<file path="src/rtl/seg7_pkg.sv">
// Shared types and glyph table for the 7-segment scan reader.
//   seg_t            : segment pattern, [0]=a ... [6]=g, active-high
//   nibble_t         : decoded hex digit
//   SEG_0 .. SEG_F   : legal hex glyphs
//   seg7_to_hex()    : seg_t -> {err, nibble}; unknown patterns (blank too) give {1, 0}
//   strobe_state_e   : strobe qualifier FSM states
package seg7_pkg;

  typedef logic [6:0] seg_t;
  typedef logic [3:0] nibble_t;

  localparam seg_t SEG_0 = 7'h3F;
  localparam seg_t SEG_1 = 7'h06;
  localparam seg_t SEG_2 = 7'h5B;
  localparam seg_t SEG_3 = 7'h4F;
  localparam seg_t SEG_4 = 7'h66;
  localparam seg_t SEG_5 = 7'h6D;
  localparam seg_t SEG_6 = 7'h7D;
  localparam seg_t SEG_7 = 7'h07;
  localparam seg_t SEG_8 = 7'h7F;
  localparam seg_t SEG_9 = 7'h6F;
  localparam seg_t SEG_A = 7'h77;
  localparam seg_t SEG_B = 7'h7C;
  localparam seg_t SEG_C = 7'h39;
  localparam seg_t SEG_D = 7'h5E;
  localparam seg_t SEG_E = 7'h79;
  localparam seg_t SEG_F = 7'h71;

  typedef enum logic [1:0] {
    StWait,
    StCount,
    StHeld
  } strobe_state_e;

  function automatic logic [4:0] seg7_to_hex(input seg_t seg);
    logic [4:0] res;
    res = {1'b1, 4'h0};
    case (seg)
      SEG_0:   res = {1'b0, 4'h0};
      SEG_1:   res = {1'b0, 4'h1};
      SEG_2:   res = {1'b0, 4'h2};
      SEG_3:   res = {1'b0, 4'h3};
      SEG_4:   res = {1'b0, 4'h4};
      SEG_5:   res = {1'b0, 4'h5};
      SEG_6:   res = {1'b0, 4'h6};
      SEG_7:   res = {1'b0, 4'h7};
      SEG_8:   res = {1'b0, 4'h8};
      SEG_9:   res = {1'b0, 4'h9};
      SEG_A:   res = {1'b0, 4'hA};
      SEG_B:   res = {1'b0, 4'hB};
      SEG_C:   res = {1'b0, 4'hC};
      SEG_D:   res = {1'b0, 4'hD};
      SEG_E:   res = {1'b0, 4'hE};
      SEG_F:   res = {1'b0, 4'hF};
      default: res = {1'b1, 4'h0};
    endcase
    return res;
  endfunction

endpackage

</file>
<file path="src/rtl/seg7_glyph_decode.sv">
// Combinational 7-segment glyph to hex nibble decoder.
//   seg_i : segment pattern
//   nib_o : decoded nibble (0 when illegal)
//   err_o : 1 when seg_i is not a legal hex glyph
module seg7_glyph_decode
  import seg7_pkg::*;
(
  input  seg_t    seg_i,
  output nibble_t nib_o,
  output logic    err_o
);

  assign {err_o, nib_o} = seg7_to_hex(seg_i);

endmodule

</file>
<file path="src/rtl/seg7_scan_reader.sv">
// Reads a multiplexed 7-segment display bus and rebuilds complete hex frames.
//   clk, rst_n  : clock, asynchronous active-low reset
//   seg_in      : segment lines, [0]=a ... [6]=g
//   dig_in      : one-hot digit strobes, [0]=rightmost digit
//   frame_data  : decoded nibbles, digit i at [4*i+3:4*i]
//   frame_err   : per-digit illegal glyph flag
//   frame_valid : frame_data/frame_err hold a complete frame
//   frame_ready : consumer accepts when frame_valid & frame_ready
//   overrun     : 1-cycle pulse, completed frame dropped because output was occupied
module seg7_scan_reader
  import seg7_pkg::*;
#(
  parameter int unsigned NUM_DIGITS    = 4,
  parameter int unsigned STABLE_CYCLES = 4
) (
  input  logic                    clk,
  input  logic                    rst_n,
  input  logic [6:0]              seg_in,
  input  logic [NUM_DIGITS-1:0]   dig_in,
  output logic [4*NUM_DIGITS-1:0] frame_data,
  output logic [NUM_DIGITS-1:0]   frame_err,
  output logic                    frame_valid,
  input  logic                    frame_ready,
  output logic                    overrun
);

  localparam int unsigned CntW = $clog2(STABLE_CYCLES + 1);
  localparam int unsigned IdxW = (NUM_DIGITS > 1) ? $clog2(NUM_DIGITS) : 1;
  localparam logic [CntW-1:0] CntOne = CntW'(1);
  localparam logic [CntW-1:0] CntMax = CntW'(STABLE_CYCLES);

  // Synchronizer plus one extra stage used to detect pair changes.
  seg_t                  seg_meta_q, seg_s_q, seg_prev_q;
  logic [NUM_DIGITS-1:0] dig_meta_q, dig_s_q, dig_prev_q;

  strobe_state_e         state_q, state_d;
  logic [CntW-1:0]       cnt_q, cnt_d;

  logic [NUM_DIGITS-1:0][3:0] slot_nib_q, slot_nib_d;
  logic [NUM_DIGITS-1:0]      slot_err_q, slot_err_d;
  logic [NUM_DIGITS-1:0]      seen_q, seen_d;
  logic [NUM_DIGITS-1:0][3:0] data_q, data_d;
  logic [NUM_DIGITS-1:0]      err_q, err_d;
  logic                       valid_q, valid_d;
  logic                       overrun_q, overrun_d;

  logic                  dig_onehot;
  logic                  pair_changed;
  logic                  capture;
  logic [IdxW-1:0]       idx;
  logic [NUM_DIGITS-1:0] seen_set;
  nibble_t               dec_nib;
  logic                  dec_err;

  seg7_glyph_decode u_decode (
    .seg_i (seg_s_q),
    .nib_o (dec_nib),
    .err_o (dec_err)
  );

  // Zero or multi-hot strobes are treated as blanking.
  assign dig_onehot   = ($countones(dig_s_q) == 1);
  assign pair_changed = (seg_s_q != seg_prev_q) || (dig_s_q != dig_prev_q);

  always_comb begin
    idx = '0;
    for (int i = 0; i < int'(NUM_DIGITS); i++) begin
      if (dig_s_q[i]) idx = IdxW'(i);
    end
  end

  // Strobe qualifier: one capture per pair held STABLE_CYCLES synced cycles.
  always_comb begin
    state_d = state_q;
    cnt_d   = cnt_q;
    capture = 1'b0;
    case (state_q)
      StWait: begin
        if (dig_onehot) begin
          state_d = StCount;
          cnt_d   = CntOne;
        end else begin
          cnt_d = '0;
        end
      end
      StCount: begin
        if (!dig_onehot) begin
          state_d = StWait;
          cnt_d   = '0;
        end else if (pair_changed) begin
          cnt_d = CntOne;
        end else if (cnt_q != CntMax) begin
          cnt_d = cnt_q + CntOne;
        end
      end
      StHeld: begin
        if (pair_changed) begin
          if (dig_onehot) begin
            state_d = StCount;
            cnt_d   = CntOne;
          end else begin
            state_d = StWait;
            cnt_d   = '0;
          end
        end
      end
      default: begin
        state_d = StWait;
        cnt_d   = '0;
      end
    endcase
    // Reaching the threshold this cycle (including cnt=1 when STABLE_CYCLES=1) captures.
    if (state_d == StCount && cnt_d == CntMax) begin
      capture = 1'b1;
      state_d = StHeld;
    end
  end

  // Slot write, frame completion and output handshake.
  always_comb begin
    slot_nib_d = slot_nib_q;
    slot_err_d = slot_err_q;
    seen_d     = seen_q;
    data_d     = data_q;
    err_d      = err_q;
    valid_d    = valid_q && !frame_ready;
    overrun_d  = 1'b0;
    seen_set   = seen_q;
    if (capture) begin
      slot_nib_d[idx] = dec_nib;
      slot_err_d[idx] = dec_err;
      seen_set[idx]   = 1'b1;
      if (&seen_set) begin
        seen_d = '0;
        if (!valid_q || frame_ready) begin
          data_d  = slot_nib_d;
          err_d   = slot_err_d;
          valid_d = 1'b1;
        end else begin
          overrun_d = 1'b1;
        end
      end else begin
        seen_d = seen_set;
      end
    end
  end

  always_ff @(posedge clk or negedge rst_n) begin
    if (!rst_n) begin
      seg_meta_q <= '0;
      seg_s_q    <= '0;
      seg_prev_q <= '0;
      dig_meta_q <= '0;
      dig_s_q    <= '0;
      dig_prev_q <= '0;
      state_q    <= StWait;
      cnt_q      <= '0;
      slot_nib_q <= '0;
      slot_err_q <= '0;
      seen_q     <= '0;
      data_q     <= '0;
      err_q      <= '0;
      valid_q    <= 1'b0;
      overrun_q  <= 1'b0;
    end else begin
      seg_meta_q <= seg_in;
      seg_s_q    <= seg_meta_q;
      seg_prev_q <= seg_s_q;
      dig_meta_q <= dig_in;
      dig_s_q    <= dig_meta_q;
      dig_prev_q <= dig_s_q;
      state_q    <= state_d;
      cnt_q      <= cnt_d;
      slot_nib_q <= slot_nib_d;
      slot_err_q <= slot_err_d;
      seen_q     <= seen_d;
      data_q     <= data_d;
      err_q      <= err_d;
      valid_q    <= valid_d;
      overrun_q  <= overrun_d;
    end
  end

  assign frame_data  = data_q;
  assign frame_err   = err_q;
  assign frame_valid = valid_q;
  assign overrun     = overrun_q;

endmodule
</file>
<file path="config.mk">
export PLATFORM = sky130hd
export DESIGN_NAME = seg7_scan_reader
export DESIGN_NICKNAME = d
export VERILOG_FILES = /design/src/rtl/seg7_pkg.sv /design/src/rtl/seg7_glyph_decode.sv /design/src/rtl/seg7_scan_reader.sv
export SDC_FILE = /design/constraint.sdc
export NUM_CORES = 1
export LEC_CHECK = 0
export ABC_AREA = 1
export CAP_MARGIN = 20
export CORE_MARGIN = 1.5
export CORE_UTILIZATION = 62
export CTS_BUF_LIST = sky130_fd_sc_hd__clkbuf_16
export CTS_CLUSTER_DIAMETER = 30
export DETAILED_ROUTE_END_ITERATION = 16
export MAX_ROUTING_LAYER = met4
export PLACE_DENSITY_LB_ADDON = 0.3
export SKIP_CTS_REPAIR_TIMING = 1
export SYNTH_ARGS = -nofsm -noshare
export SYNTH_HDL_FRONTEND = slang
export SYNTH_HIERARCHICAL = 1
export SYNTH_SLANG_ARGS = --single-unit
</file>
<file path="constraint.sdc">
create_clock -name clk -period 8.3 [get_ports clk]
set_input_delay 0.83 -clock clk [delete_from_list [all_inputs] [get_ports clk]]
set_output_delay 0.83 -clock clk [all_outputs]
set_load 0.005 [all_outputs]
</file>
**Word level (Yosys, flattened, before mapping)**

Cells that the tools add are included.

- Output and inout port bits: 22
- Memories kept: 0
- Bits in latches: 0
- Input port bits: 14
- RAM bits: 0
- Register bits: 84
- ROM bits: 0
- Logic and storage cells: 92

- Shift-type cells: 0
- Equal/unequal tests: 24
- Divide/modulo/power cells: 0
- Reductions and logical operators: 10
- Add/subtract/negate cells: 4
- Muxes and demuxes: 30
- Magnitude comparators: 2
- Bitwise gates (word level): 1
- $mul: 0

Operator list:

| operator | number |
|---|---|
| == test 7 bit (second input constant) | 12 |
| case mux 5 bit (16 select lines) | 1 |
| bitwise mux 16 bit | 1 |
| == test 7 x 3 -> 1 bit (second input constant) | 2 |
| == test 7 x 6 -> 1 bit (second input constant) | 2 |
| two-way mux 2 bit | 6 |
| two-way mux 3 bit | 4 |
| two-way mux 1 bit | 11 |
| case mux 3 bit (3 select lines) | 1 |
| demux 4 bit (select 2 bit) | 1 |
| two-way mux 4 bit | 2 |
| inequality test 7 bit | 1 |
| case mux 2 bit (3 select lines) | 1 |
| AND reduction 6 bit | 1 |
| adder 1 x 1 -> 2 bit | 2 |
| bitwise mux 4 bit | 1 |
| == test 2 x 1 -> 1 bit (second input constant) | 2 |
| inequality test 4 bit | 1 |
| OR 4 bit | 1 |
| AND reduction 4 bit | 1 |
| adder 2 x 2 -> 3 bit | 1 |
| adder 3 x 1 -> 3 bit (second input constant) | 1 |
| == test 3 x 1 -> 1 bit (second input constant) | 1 |
| == test 3 bit (second input constant) | 1 |
| 9 further kinds | 13 |

**Logic depth before layout (Yosys ltp)**

Gate-level depths: netlist (run 1).

- Depth in word-level cells: 11
- Mapped depth: 17
- Mapped depth without buffers: 15

**Hierarchy**

Netlist (run 1), hierarchy kept.

Modules (own cells, without submodules):

| module | times used | cells each | area an instance (sq um) | sequential area each (sq um) |
|---|---|---|---|---|
| seg7_scan_reader | 1 | 421 | 3782.4 | 2102.0 |
| seg7_glyph_decode | 1 | 72 | 314.1 | 0.0 |

**Worst setup path before layout (run 1)**

OpenSTA, ideal clock, no wires.

- Path kind: register to register
- From: reg dig_s_q[3]
- To: reg slot_nib_q[11] (netlist name)
- Setup time: 0.118 ns
- Stages on the path, launching flop included: 18
- Arrival: 2.962 ns
- Clock period less this slack: 3.079 ns
- Setup slack: 5.221 ns
- Path buffers: 2
- Required time: 8.182 ns
- Path through: dfrtp_1 > inv_1 > clkbuf_1 > fa_1 > inv_1 > ha_1 > ha_1 > nor3b_1 > nand2_1 > nor2_2 > nand2_1 > nand2_2 > nand3_4 > nor2_8 > inv_4 > buf_6 > nand2_1 > o21ai_2

- Elaborated cells on any way between the ends: 26
- Those cells by class: 2 x add/sub; 2 x order compare; 4 x eq/ne; 15 x mux; 3 x reduce/logical

RTL lines:

| item | line | text |
|---|---|---|
| start: declaration | seg7_scan_reader.sv:34 | `logic [NUM_DIGITS-1:0] dig_meta_q, dig_s_q, dig_prev_q;` |
| start signal: assignment | seg7_scan_reader.sv:170 | `dig_s_q <= dig_meta_q;` |
| adder 1 x 1 -> 2 bit (not written as such) / inequality test 4 bit (equally long branches) | seg7_scan_reader.sv:62, seg7_scan_reader.sv:63 |  |
| adder 2 x 2 -> 3 bit (not written as such) / logical OR 1 bit (equally long branches) | seg7_scan_reader.sv:62, seg7_scan_reader.sv:63 |  |
| == test 3 x 1 -> 1 bit / two-way mux 3 bit (equally long branches) | seg7_scan_reader.sv:62, seg7_scan_reader.sv:90 |  |
| two-way mux 3 bit | seg7_scan_reader.sv:87 | `if (!dig_onehot) begin` |
| case mux 3 bit (3 select lines) * | seg7_scan_reader.sv:77 | `case (state_q)` |
| via cnt_d[2] | seg7_scan_reader.sv:37 | `logic [CntW-1:0] cnt_q, cnt_d;` |
| == test 3 bit * | seg7_scan_reader.sv:113 | `if (state_d == StCount && cnt_d == CntMax) begin` |
| logical AND 1 bit * | seg7_scan_reader.sv:113 |  |
| two-way mux 1 bit * | seg7_scan_reader.sv:113 |  |
| end signal: assignment | seg7_scan_reader.sv:174 | `slot_nib_q <= slot_nib_d;` |
| end: declaration | seg7_scan_reader.sv:39 | `logic [NUM_DIGITS-1:0][3:0] slot_nib_q, slot_nib_d;` |

The timed path passes the listed nets; every way through them passes the cells marked *.
A chain may end at the register's enable or synchronous reset.

**Final worst setup path (run 1)**

- From: reg dig_s_q[3]
- To: reg data_q (netlist bit frame_data[6])

- Elaborated cells on any way between the ends: 30
- Those cells by class: 2 x add/sub; 2 x order compare; 4 x eq/ne; 17 x mux; 1 x bitwise; 4 x reduce/logical

RTL lines:

| item | line | text |
|---|---|---|
| adder 1 x 1 -> 2 bit (not written as such) / inequality test 4 bit (equally long branches) | seg7_scan_reader.sv:62, seg7_scan_reader.sv:63 |  |
| adder 2 x 2 -> 3 bit (not written as such) / logical OR 1 bit (equally long branches) | seg7_scan_reader.sv:62, seg7_scan_reader.sv:63 |  |
| == test 3 x 1 -> 1 bit / two-way mux 3 bit (equally long branches) | seg7_scan_reader.sv:62, seg7_scan_reader.sv:90 |  |
| two-way mux 3 bit | seg7_scan_reader.sv:87 |  |
| case mux 3 bit (3 select lines) * | seg7_scan_reader.sv:77 |  |
| via cnt_d[2] | seg7_scan_reader.sv:37 |  |
| == test 3 bit * | seg7_scan_reader.sv:113 |  |
| logical AND 1 bit * | seg7_scan_reader.sv:113 |  |
| two-way mux 1 bit * | seg7_scan_reader.sv:113 |  |
| AND reduction 6 bit (no source line) * | - |  |
| end signal: assignment | seg7_scan_reader.sv:177 | `data_q <= data_d;` |
| end: declaration | seg7_scan_reader.sv:42 | `logic [NUM_DIGITS-1:0][3:0] data_q, data_d;` |

Marks and branches as above.

==> metrics.md, run 1 <==
| Metric | Value |
|---|---|
| WL final | 8.21 mm |
| Synth cell types | 31 |
| Initial antenna violation count | 0 |
| Worst-path clk slew | 0.06 ns |
| Final Critical Period | 3.90 ns |
| Area of the multi-input gates | 1670 um^2 |
| Number of synthesized register bits | 84 |
| Worst skew pair latency | 0.34 ns |
| CP Data Arrival Time | ~4 ns |
| Commonest non-fill, non-tap cells in the layout | nand2_1, dfrtp_1, inv_1 |
| Hold Worst Slack | around 0.35 ns |
| Crit start category | flip-flop |
| Drt drc | 0 |
| Max Buffers Root-to-Sink | 2 |
| Syn. warnings | 6 |
| GR Overflow Total | 0 |
| Most used cell, CP | nand2_1 |
| Hold Path Class | reg2reg |
| Post-synthesis sequential area ratio | 0.513 |
| Worst Path Required | 8.52 ns |
| First-pass GRT wire length | 14.3 mm |
| H-tree Lvls | 3 |
| CTS root buf | clkbuf_16 |
| Finish-stage setup viols | 0 |
| Period utilisation layout | 0.470 |
| Largest net degree at the start of global routing | 85 |
| PD cells | 189 nW/um^2 |
| Die ar. | between 7000 and 8000 um^2 |
| Fmax achieved | 0.257 GHz |
| RSZ-0062 raised after global routing | no |
| PortBufs | 35 |
| Detail Route Antenna Nets | 0 |
| DR iter-0 viols | 259 |
| DPL Wire Length | around 5.5 mm |
| Seq. cell area | about 2100 um^2 |
| Worst-Margin Slew | 0.894 ns |
| # clock sinks | between 80 and 90 |
| Core area | 6350 um^2 |
| ANT cells | 0 |
| Skew final | 0.00546 ns |
| Most common cell after layout, fill and taps aside | nand2_1 |
| Vias | 3,242 |
| VDD IR max | 0.193 mV |
| Num ports | 36 |
| Post-Syn Nets | 512 |
| Run status | finished, final reports clean |
| Number of nets in the final layout | 547 |
| CTS Buf Count | 9 |
| Overall power | 907 uW |
| Max cap viols | 0 |
| Share of post-route cells with drive strength above 1 | 0.118 |
| GRT Util Overall | 0.261 |
| Via-to-Cell Ratio | 5.32 |
| TritonRoute pass-1 iters | 5 |
| Vias in the first global route | roughly 3.2k |
| Filler cells | around 440 |
| CP Capture Type | flip-flop |
| Mapped cell area | 4100 um^2 |
| Area Growth Syn to Fin | 17.1% |
| Die X | 84.3 um |
| Post-route setup TNS | 0 ns |
| Syn_area_per_cell | about 8.3 um^2 |
| Die height | 84.3 um |
| Initial Util | 0.645 |
| Worst rel slew slack | 0.402 |
| Max-slew violation count | 0 |
| TritonCTS clock tree | built |
| Final core utilization | 0.755 |
| CP Class | reg2reg |
| CP max-delay cell | nand4_1 |
| Lkg Pwr | 2.49 nW |
| Routability cong. | 0.960 |
| Cells along the critical path | inv_1, fa_1, inv_1, ha_1, ha_1, nor3b_1, nand2_1, nor2_2, nand2_1, nand2_2, nand2_1, nor2_1, nand4_1, nand2_1, nand2_1 |
| Row Count | 29 |
| Final hold vios | 0 |
| CP max stage delay | 0.69 ns |
| Avg WL per Cell | between 10 and 15 um |
| CP max FO | 20 |
| Synth Instances | 493 |
registers in the layout (all words and copies together) (netlist names):
signal and flops:
seg_prev_q 7, seg_s_q 7, state_q 2, frame_valid 1, slot_nib_q 16, slot_err_q 4
seg_meta_q 7, cnt_q 3, dig_meta_q 4, dig_prev_q 4, frame_data 16, dig_s_q 4
overrun 1, seen_q 4, frame_err 4
critical path, delay by kind of cell (launching register included):
family,cells,cell delay (ns)
flip-flops,1,0.42
AND/OR/NAND/NOR,10,2.12
buffers and inverters,2,0.25
adder cells (fa/ha/maj),3,0.98
cell usage after synthesis, drive strengths merged:
library cell | instances | area share
a21oi | 2 | 0.0024
xnor2 | 6 | 0.013
nor2 | 42 | 0.048
ha | 4 | 0.012
clkinv | 2 | 0.0018
nor3b | 1 | 0.0018
nand2 | 194 | 0.19
clkbuf | 6 | 0.0055
nand4 | 26 | 0.040
o21a | 15 | 0.027
inv | 60 | 0.056
fa | 1 | 0.0049
dfrtp | 84 | 0.51
and3 | 1 | 0.0015
nor3 | 5 | 0.0061
and2 | 1 | 0.0015
o21ai | 28 | 0.048
o31ai | 1 | 0.0018
nand3 | 7 | 0.012
buf | 7 | 0.015
cells by family after synthesis:
kind of cell / after synthesis / share of synthesized area
DFF: 84 / 0.513
buffers and inverters: 75 / 0.0782
xor gates and xnor gates: 6 / 0.0128
adders and majority gates: 5 / 0.0171
AOI/OAI and AO/OA: 46 / 0.0797
and+or+nand+nor: 277 / 0.299
path summary, 6_finish.rpt:
path,startpoint,to,slack (ns),cells past startpoint
max in group asynchronous,rst_n,slot_err_q[2],7.29,2
setup reg to reg,dig_s_q[3],frame_data[6],4.40,15
hold reg to reg,seg_meta_q[6],seg_s_q[6],0.35,0
hold / removal,seg_meta_q[6],seg_s_q[6],0.35,0
setup / recovery,dig_s_q[3],frame_data[6],4.40,15
min in group asynchronous,rst_n,dig_s_q[0],0.43,1
stage by stage:
step	instance area, um^2	setup slack, ns	std cells
finish	4800	4.40	609
global route	4800	4.05	609
CTS	4770	4.40	608
detailed placement	4460	4.51	593
global placement	4460	4.63	593
floorplan	4100	5.22	493
power breakdown:
part	switching (mW)	total (mW)	internal, mW
Sequential	0.00867	0.428	0.420
Clock	0.156	0.416	0.259
Combinational	0.0421	0.0637	0.0215
Total	0.207	0.907	0.700
metal layers:
metal | track usage | vias to the layer above | routed length (um)
li1 | - | 1610 | -
met1 | 0.329 | 1535 | 3560
met2 | 0.416 | 78 | 4150
met3 | 0.0472 | 19 | 316
met4 | 0.113 | 0 | 170
met5 | - | - | 0
layout make-up:
| cell class | count | share of cell area |
|---|---|---|
| inverters | 62 | 0.0490 |
| well taps | 77 | 0.0201 |
| repair buffers | 37 | 0.0798 |
| flip-flops and latches | 84 | 0.438 |
| clock buffers | 9 | 0.0469 |
| clock inverters | 6 | 0.0170 |
| multi-input cells | 334 | 0.349 |
No activity file was read; power rests on OpenSTA's default activity.
==> inputs of run 2 (changes only) <==
Settings changed: CORE_UTILIZATION 62 to 58.
Clock period 8.3 ns to 4 ns, I/O delays scaled along.
==> run 2 against run 1 <==
Net effect:
- sequential cell count unchanged
- register-to-register slack worse by 4.0 ns
- clock power up 85%
- combinational power up 110%
- global-route usage down 1.3 points
- highest routed layer unchanged
- sequential power up 110%
- critical path depth unchanged
- first-iteration DRC count down 11%
- worst hold slack worse by 0.30 ns
==> metrics.md, run 2 (synthesis results as in run 1) <==
| Metric | Value |
|---|---|
| Worst skew pair latency | 0.33 ns (about the same) |
| Initial antenna violation count | 0 (unchanged) |
| H-tree Lvls | 3 (unchanged) |
| Worst-path clk slew | 0.06 ns (about the same) |
| Drt drc | 0 (unchanged) |
| Most used cell, CP | nand2_1 |
| Worst-Margin Slew | 0.719 ns (-0.175 ns) |
| Largest net degree at the start of global routing | 85 (unchanged) |
| TritonRoute pass-1 iters | 5 (unchanged) |
| Commonest non-fill, non-tap cells in the layout | nand2_1, dfrtp_1, inv_1 |
| CP max stage delay | 0.54 ns (-0.15 ns) |
| PortBufs | 35 (unchanged) |
| DPL Wire Length | 5.69 mm (+3.7%) |
| Placed Cells | 614 (+3.5%) |
| Final hold vios | 0 (unchanged) |
| Period utilisation layout | 0.904 (+0.435) |
| Filler cells | 519 (+19%) |
| Crit start category | flip-flop |
| Run status | finished, final reports clean |
| Seq. cell area | 2100 um^2 (unchanged) |
| Skew final | 0.00724 ns (+0.00178 ns) |
| Area Growth Syn to Fin | 17.0% |
| Hold Path Class | in2async |
| CP Capture Type | flip-flop |
| TritonCTS clock tree | built |
| CTS root buf | clkbuf_16 |
| Worst rel slew slack | 0.520 (+0.118) |
| RSZ-0062 raised after global routing | no |
| Fin area | 4790 um^2 (-0.13%) |
| CP Data Arrival Time | 3.82 ns (-0.30 ns) |
| Area of the multi-input gates | 1670 um^2 (unchanged) |
| Row Count | 30 (+3.4%) |
| CP max-delay cell | fa_1 |
| Cells along the critical path | inv_1, fa_1, inv_1, ha_1, ha_1, nor3b_1, nand2_1, nor2_2, nand2_1, nand2_2, nand3_4, nor2_8, inv_4, nand2_1, o21ai_2 |
| Max-slew violation count | 0 (unchanged) |
| Final core utilization | 0.705 (-0.0503) |
| Vias | 3,318 (+2.3%) |
| DR iter-0 viols | 230 (-11%) |
| Worst Path Required | 4.20 ns (-4.32 ns) |
| Initial Util | 0.603 (-0.0422) |
| VDD IR max | 0.286 mV (+48%) |
| Die ar. | 7580 um^2 (+6.6%) |
| Post-route setup TNS | 0 ns (unchanged) |
| Vias in the first global route | 3,096 (-4.2%) |
| Layout Cells excl Fill | 628 (+3.1%) |
| Max cap viols | 0 (unchanged) |
| Lkg Pwr | 2.48 nW (-0.47%) |
| Core area | 6790 um^2 (+7.0%) |
| DP Area | 4500 um^2 (+0.87%) |
| Hold Worst Slack | 0.0421 ns (-0.303 ns) |
| Share of post-route cells with drive strength above 1 | 0.118 (unchanged) |
| CP max FO | 36 (+80%) |
| Fmax achieved | 0.276 GHz (+7.8%) |
| Finish-stage setup viols | 0 (unchanged) |
| Die X | 87.0 um (+3.3%) |
| ANT cells | 0 (unchanged) |
| Routability cong. | 0.961 (+0.19%) |
| CP Class | reg2reg |
| Final Critical Period | 3.62 ns (-0.281 ns) |
| Max Buffers Root-to-Sink | 2 (unchanged) |
| Via-to-Cell Ratio | 5.28 (-0.75%) |
| GRT Util Overall | 0.249 (-0.0125) |
| CTS Buf Count | 9 (unchanged) |
| GR Overflow Total | 0 (unchanged) |
| Num ports | 36 (unchanged) |
| Die height | 87.0 um (+3.3%) |
| Avg WL per Cell | 13.2 um (-2.1%) |
| # clock sinks | 84 (unchanged) |
| WL final | 8.29 mm (+0.99%) |
| Number of nets in the final layout | 549 (+0.37%) |
| Detail Route Antenna Nets | 0 (unchanged) |
| Most common cell after layout, fill and taps aside | nand2_1 |
| First-pass GRT wire length | 14.0 mm (-2.0%) |
| PD cells | 374 nW/um^2 (+98%) |
run 2: cell type report:
| class | count | share of cell area |
|---|---|---|
| clock buffers | 9 | 0.0470 |
| flip-flops and latches | 84 | 0.439 |
| inverters | 62 | 0.0491 |
| repair buffers | 39 | 0.0815 |
| clock inverters | 4 | 0.00914 |
| well taps | 96 | 0.0251 |
| multi-input cells | 334 | 0.349 |
run 2: critical path, delay by kind of cell, from the launching register on:
family                   cells  cell delay [ns]
AO/OA/AOI/OAI                1             0.07
adder cells (fa/ha/maj)      3             1.03
buffers and inverters        3             0.49
flip-flops                   1             0.43
AND/OR/NAND/NOR              8             1.46
run 2: path summary, 6_finish.rpt:
kind,from,endpoint,slack [ns],depth (start not counted)
worst min register to register,seg_meta_q[0],seg_s_q[0],0.35,0
worst max register to register,dig_s_q[3],slot_err_q[2],0.38,15
worst max-delay path,dig_s_q[3],slot_err_q[2],0.38,15
worst min-delay path,rst_n,slot_nib_q[6],0.04,1
max in group asynchronous,rst_n,frame_data[15],3.36,2
min in group clk,seg_meta_q[0],seg_s_q[0],0.35,0
run 2: report_power, final:
part | switching, mW | total (mW) | internal [mW]
Combinational | 0.0887 | 0.133 | 0.0444
Sequential | 0.0187 | 0.889 | 0.871
Clock | 0.302 | 0.770 | 0.468
Total | 0.409 | 1.79 | 1.38
run 2: per-layer routing:
layer  up-vias  routed length, um  global-route usage  share of wire
li1       1615                  -                   -              -
met1      1581               3560               0.304           0.43
met2       101               4140               0.402           0.50
met3        21                380              0.0540          0.046
met4         0                204               0.101          0.025
met5         -                  0                   -              0
run 2: metrics by stage:
step           setup WS, ns  power [mW]
2_1_floorplan         0.921       0.980
3_3_place_gp          0.752        1.03
3_5_place_dp          0.528        1.03
4_1_cts               0.447        1.80
5_1_grt               0.108        1.86
6_report              0.383        1.79
==> inputs of run 3 (changes only) <==
Settings changed: CORE_UTILIZATION 58 to 62.
Clock period 4 ns to 4.6 ns, I/O delays scaled along.
==> run 3 against run 2 <==
Net effect:
- fmax down 1.3%
- clock power rose by 3.1%
- cell count shrank 3.0%
- worst hold slack improved by 0.063 ns
- highest routed layer unchanged
==> metrics.md, run 3 (synthesis results as in run 1) <==
| Metric | Value |
|---|---|
| Run status | finished, final reports clean |
| TritonRoute pass-1 iters | 5 (unchanged) |
| TritonCTS clock tree | built |
| Area Growth Syn to Fin | 17.6% |
| Sequential power share | 0.459 (-0.037) |
| H-tree Lvls | 3 (unchanged) |
| CP Class | reg2reg |
| Routability cong. | 0.951 (-1.1%) |
| DPL Wire Length | 5.34 mm (-6.0%) |
| Fmax achieved | 0.273 GHz (-1.3%) |
| GRT Util Overall | 0.262 (+0.0136) |
| CTS root buf | clkbuf_16 |
| Crit start category | flip-flop |
| Via-to-Cell Ratio | 5.36 (+1.5%) |
| Cells along the critical path | inv_1, fa_1, inv_1, ha_1, ha_1, nor3b_1, nand2_1, nor2_2, nand2_1, nand2_2, nand3_4, nor2_8, inv_4, nand2_1, o21ai_2 |
| PD cells | 349 nW/um^2 (-6.7%) |
| Die X | 84.3 um (-3.2%) |
| Avg WL per Cell | 13.5 um (+2.3%) |
| Switching share of total power | 0.216 (-0.0122) |
| Hold Worst Slack | 0.105 ns (+0.0625 ns) |
| Clock power share | 0.473 (+0.044) |
| CP Data Arrival Time | 3.87 ns (+0.05 ns) |
| Worst rel slew slack | 0.492 (-0.0283) |
| CP Capture Type | flip-flop |
| Initial antenna violation count | 0 (unchanged) |
| RSZ-0062 raised after global routing | no |
| First-pass GRT wire length | 14.5 mm (+3.1%) |
| Worst skew pair latency | 0.33 ns (about the same) |
| GR Overflow Total | 0 (unchanged) |
| CP max FO | 36 (unchanged) |
| Skew final | 0.00522 ns (-0.00201 ns) |
| Hold Path Class | in2async |
| Core area | 6350 um^2 (-6.5%) |
| WL final | 8.22 mm (-0.83%) |
| Finish-stage setup viols | 0 (unchanged) |
| Detail Route Antenna Nets | 0 (unchanged) |
| Vias | 3,266 (-1.6%) |
| Period utilisation layout | 0.796 (-0.108) |
| Share of post-route cells with drive strength above 1 | 0.120 (+0.00188) |
| Final Critical Period | 3.66 ns (+0.0468 ns) |
| Num ports | 36 (unchanged) |
| Number of nets in the final layout | 548 (-0.18%) |
| Combinational power share | 0.068 (-0.006) |
| Most used cell, CP | nand2_1 |
| Die height | 84.3 um (-3.2%) |
| Placed Cells | 594 (-3.3%) |
| Drt drc | 0 (unchanged) |
| Final hold vios | 0 (unchanged) |
| Max-slew violation count | 0 (unchanged) |
| Worst Path Required | 4.80 ns (+0.60 ns) |
| Post-route setup TNS | 0 ns (unchanged) |
| VDD IR max | 0.256 mV (-10%) |
| WP buf/inv | 3 (unchanged) |
| Pint | 1.32 mW (-4.7%) |
| Row Count | 29 (-3.3%) |
| CP max stage delay | 0.54 ns (about the same) |
| Final core utilization | 0.759 (+0.0537) |
| Max cap viols | 0 (unchanged) |
| # clock sinks | 84 (unchanged) |
| Lkg Pwr | 2.50 nW (+0.71%) |
| Largest net degree at the start of global routing | 85 (unchanged) |
| Net Switching | 363 uW (-11%) |
| CP max-delay cell | fa_1 |
| ANT cells | 0 (unchanged) |
| CP top delay family | simple AND/OR/NAND/NOR gates |
| Vias in the first global route | 3,246 (+4.8%) |
| Max Buffers Root-to-Sink | 2 (unchanged) |
| Worst-Margin Slew | 0.761 ns (+0.0424 ns) |
| DR iter-0 viols | 265 (+15%) |
| Layout Cells excl Fill | 609 (-3.0%) |
| PortBufs | 35 (unchanged) |
| CTS Buf Count | 9 (unchanged) |
| Die ar. | 7100 um^2 (-6.2%) |
| Worst-path clk slew | 0.06 ns (about the same) |
| Filler cells | 421 (-19%) |
| Most common cell after layout, fill and taps aside | nand2_1 |
| Initial Util | 0.645 (+0.0422) |
| Commonest non-fill, non-tap cells in the layout | nand2_1, dfrtp_1, inv_1 |
run 3: changes by cell type in the layout (fill, tap and decap cells not counted), sizes merged:
cell      change
buf           -1
bufinv        +2
clkinv        -2
clkinvlp      +1
run 3: path summary, 6_finish.rpt:
path,start,end,slack [ns],depth (start not counted)
worst max-delay path,dig_s_q[3],slot_nib_q[11],0.94,15
worst min-delay path,rst_n,dig_meta_q[3],0.10,1
worst max register to register,dig_s_q[3],slot_nib_q[11],0.94,15
worst min register to register,seg_meta_q[5],seg_s_q[5],0.35,0
max in group asynchronous,rst_n,seg_prev_q[6],3.90,2
min in group clk,seg_meta_q[5],seg_s_q[5],0.35,0
run 3: cell type report:
class / count / area [um^2] / share of cell area
clock buffer: 9 / 225 / 0.0467
clock inverter: 5 / 103 / 0.0213
inverter: 62 / 235 / 0.0488
multi-input combinational: 334 / 1670 / 0.347
sequential: 84 / 2100 / 0.436
tap: 77 / 96.3 / 0.0200
timing repair buffer: 38 / 383 / 0.0795
run 3: layer usage:
layer | global-route usage | wire length [um]
met2 | 0.418 | 4130
met3 | 0.0629 | 398
met1 | 0.328 | 3520
met4 | 0.0954 | 174
met5 | - | 0
run 3: per-stage QoR:
step / cell area (um^2) / total power, mW / setup slack [ns]
3_5_place_dp: 4470 / 0.896 / 1.01
2_1_floorplan: 4100 / 0.852 / 1.52
4_1_cts: 4800 / 1.69 / 0.949
5_1_grt: 4820 / 1.74 / 0.631
6_report: 4820 / 1.68 / 0.936
3_3_place_gp: 4470 / 0.892 / 1.18
run 3: power groups by stage:
| stage | Combinational [mW] | Clock, mW | Sequential (mW) |
|---|---|---|---|
| after global routing | 0.131 | 0.833 | 0.775 |
| after floorplan | 0.0700 | 0 | 0.782 |
| final | 0.115 | 0.794 | 0.772 |
| after global placement | 0.107 | 0 | 0.784 |
| after CTS | 0.113 | 0.804 | 0.772 |
| after detailed placement | 0.110 | 0 | 0.786 |
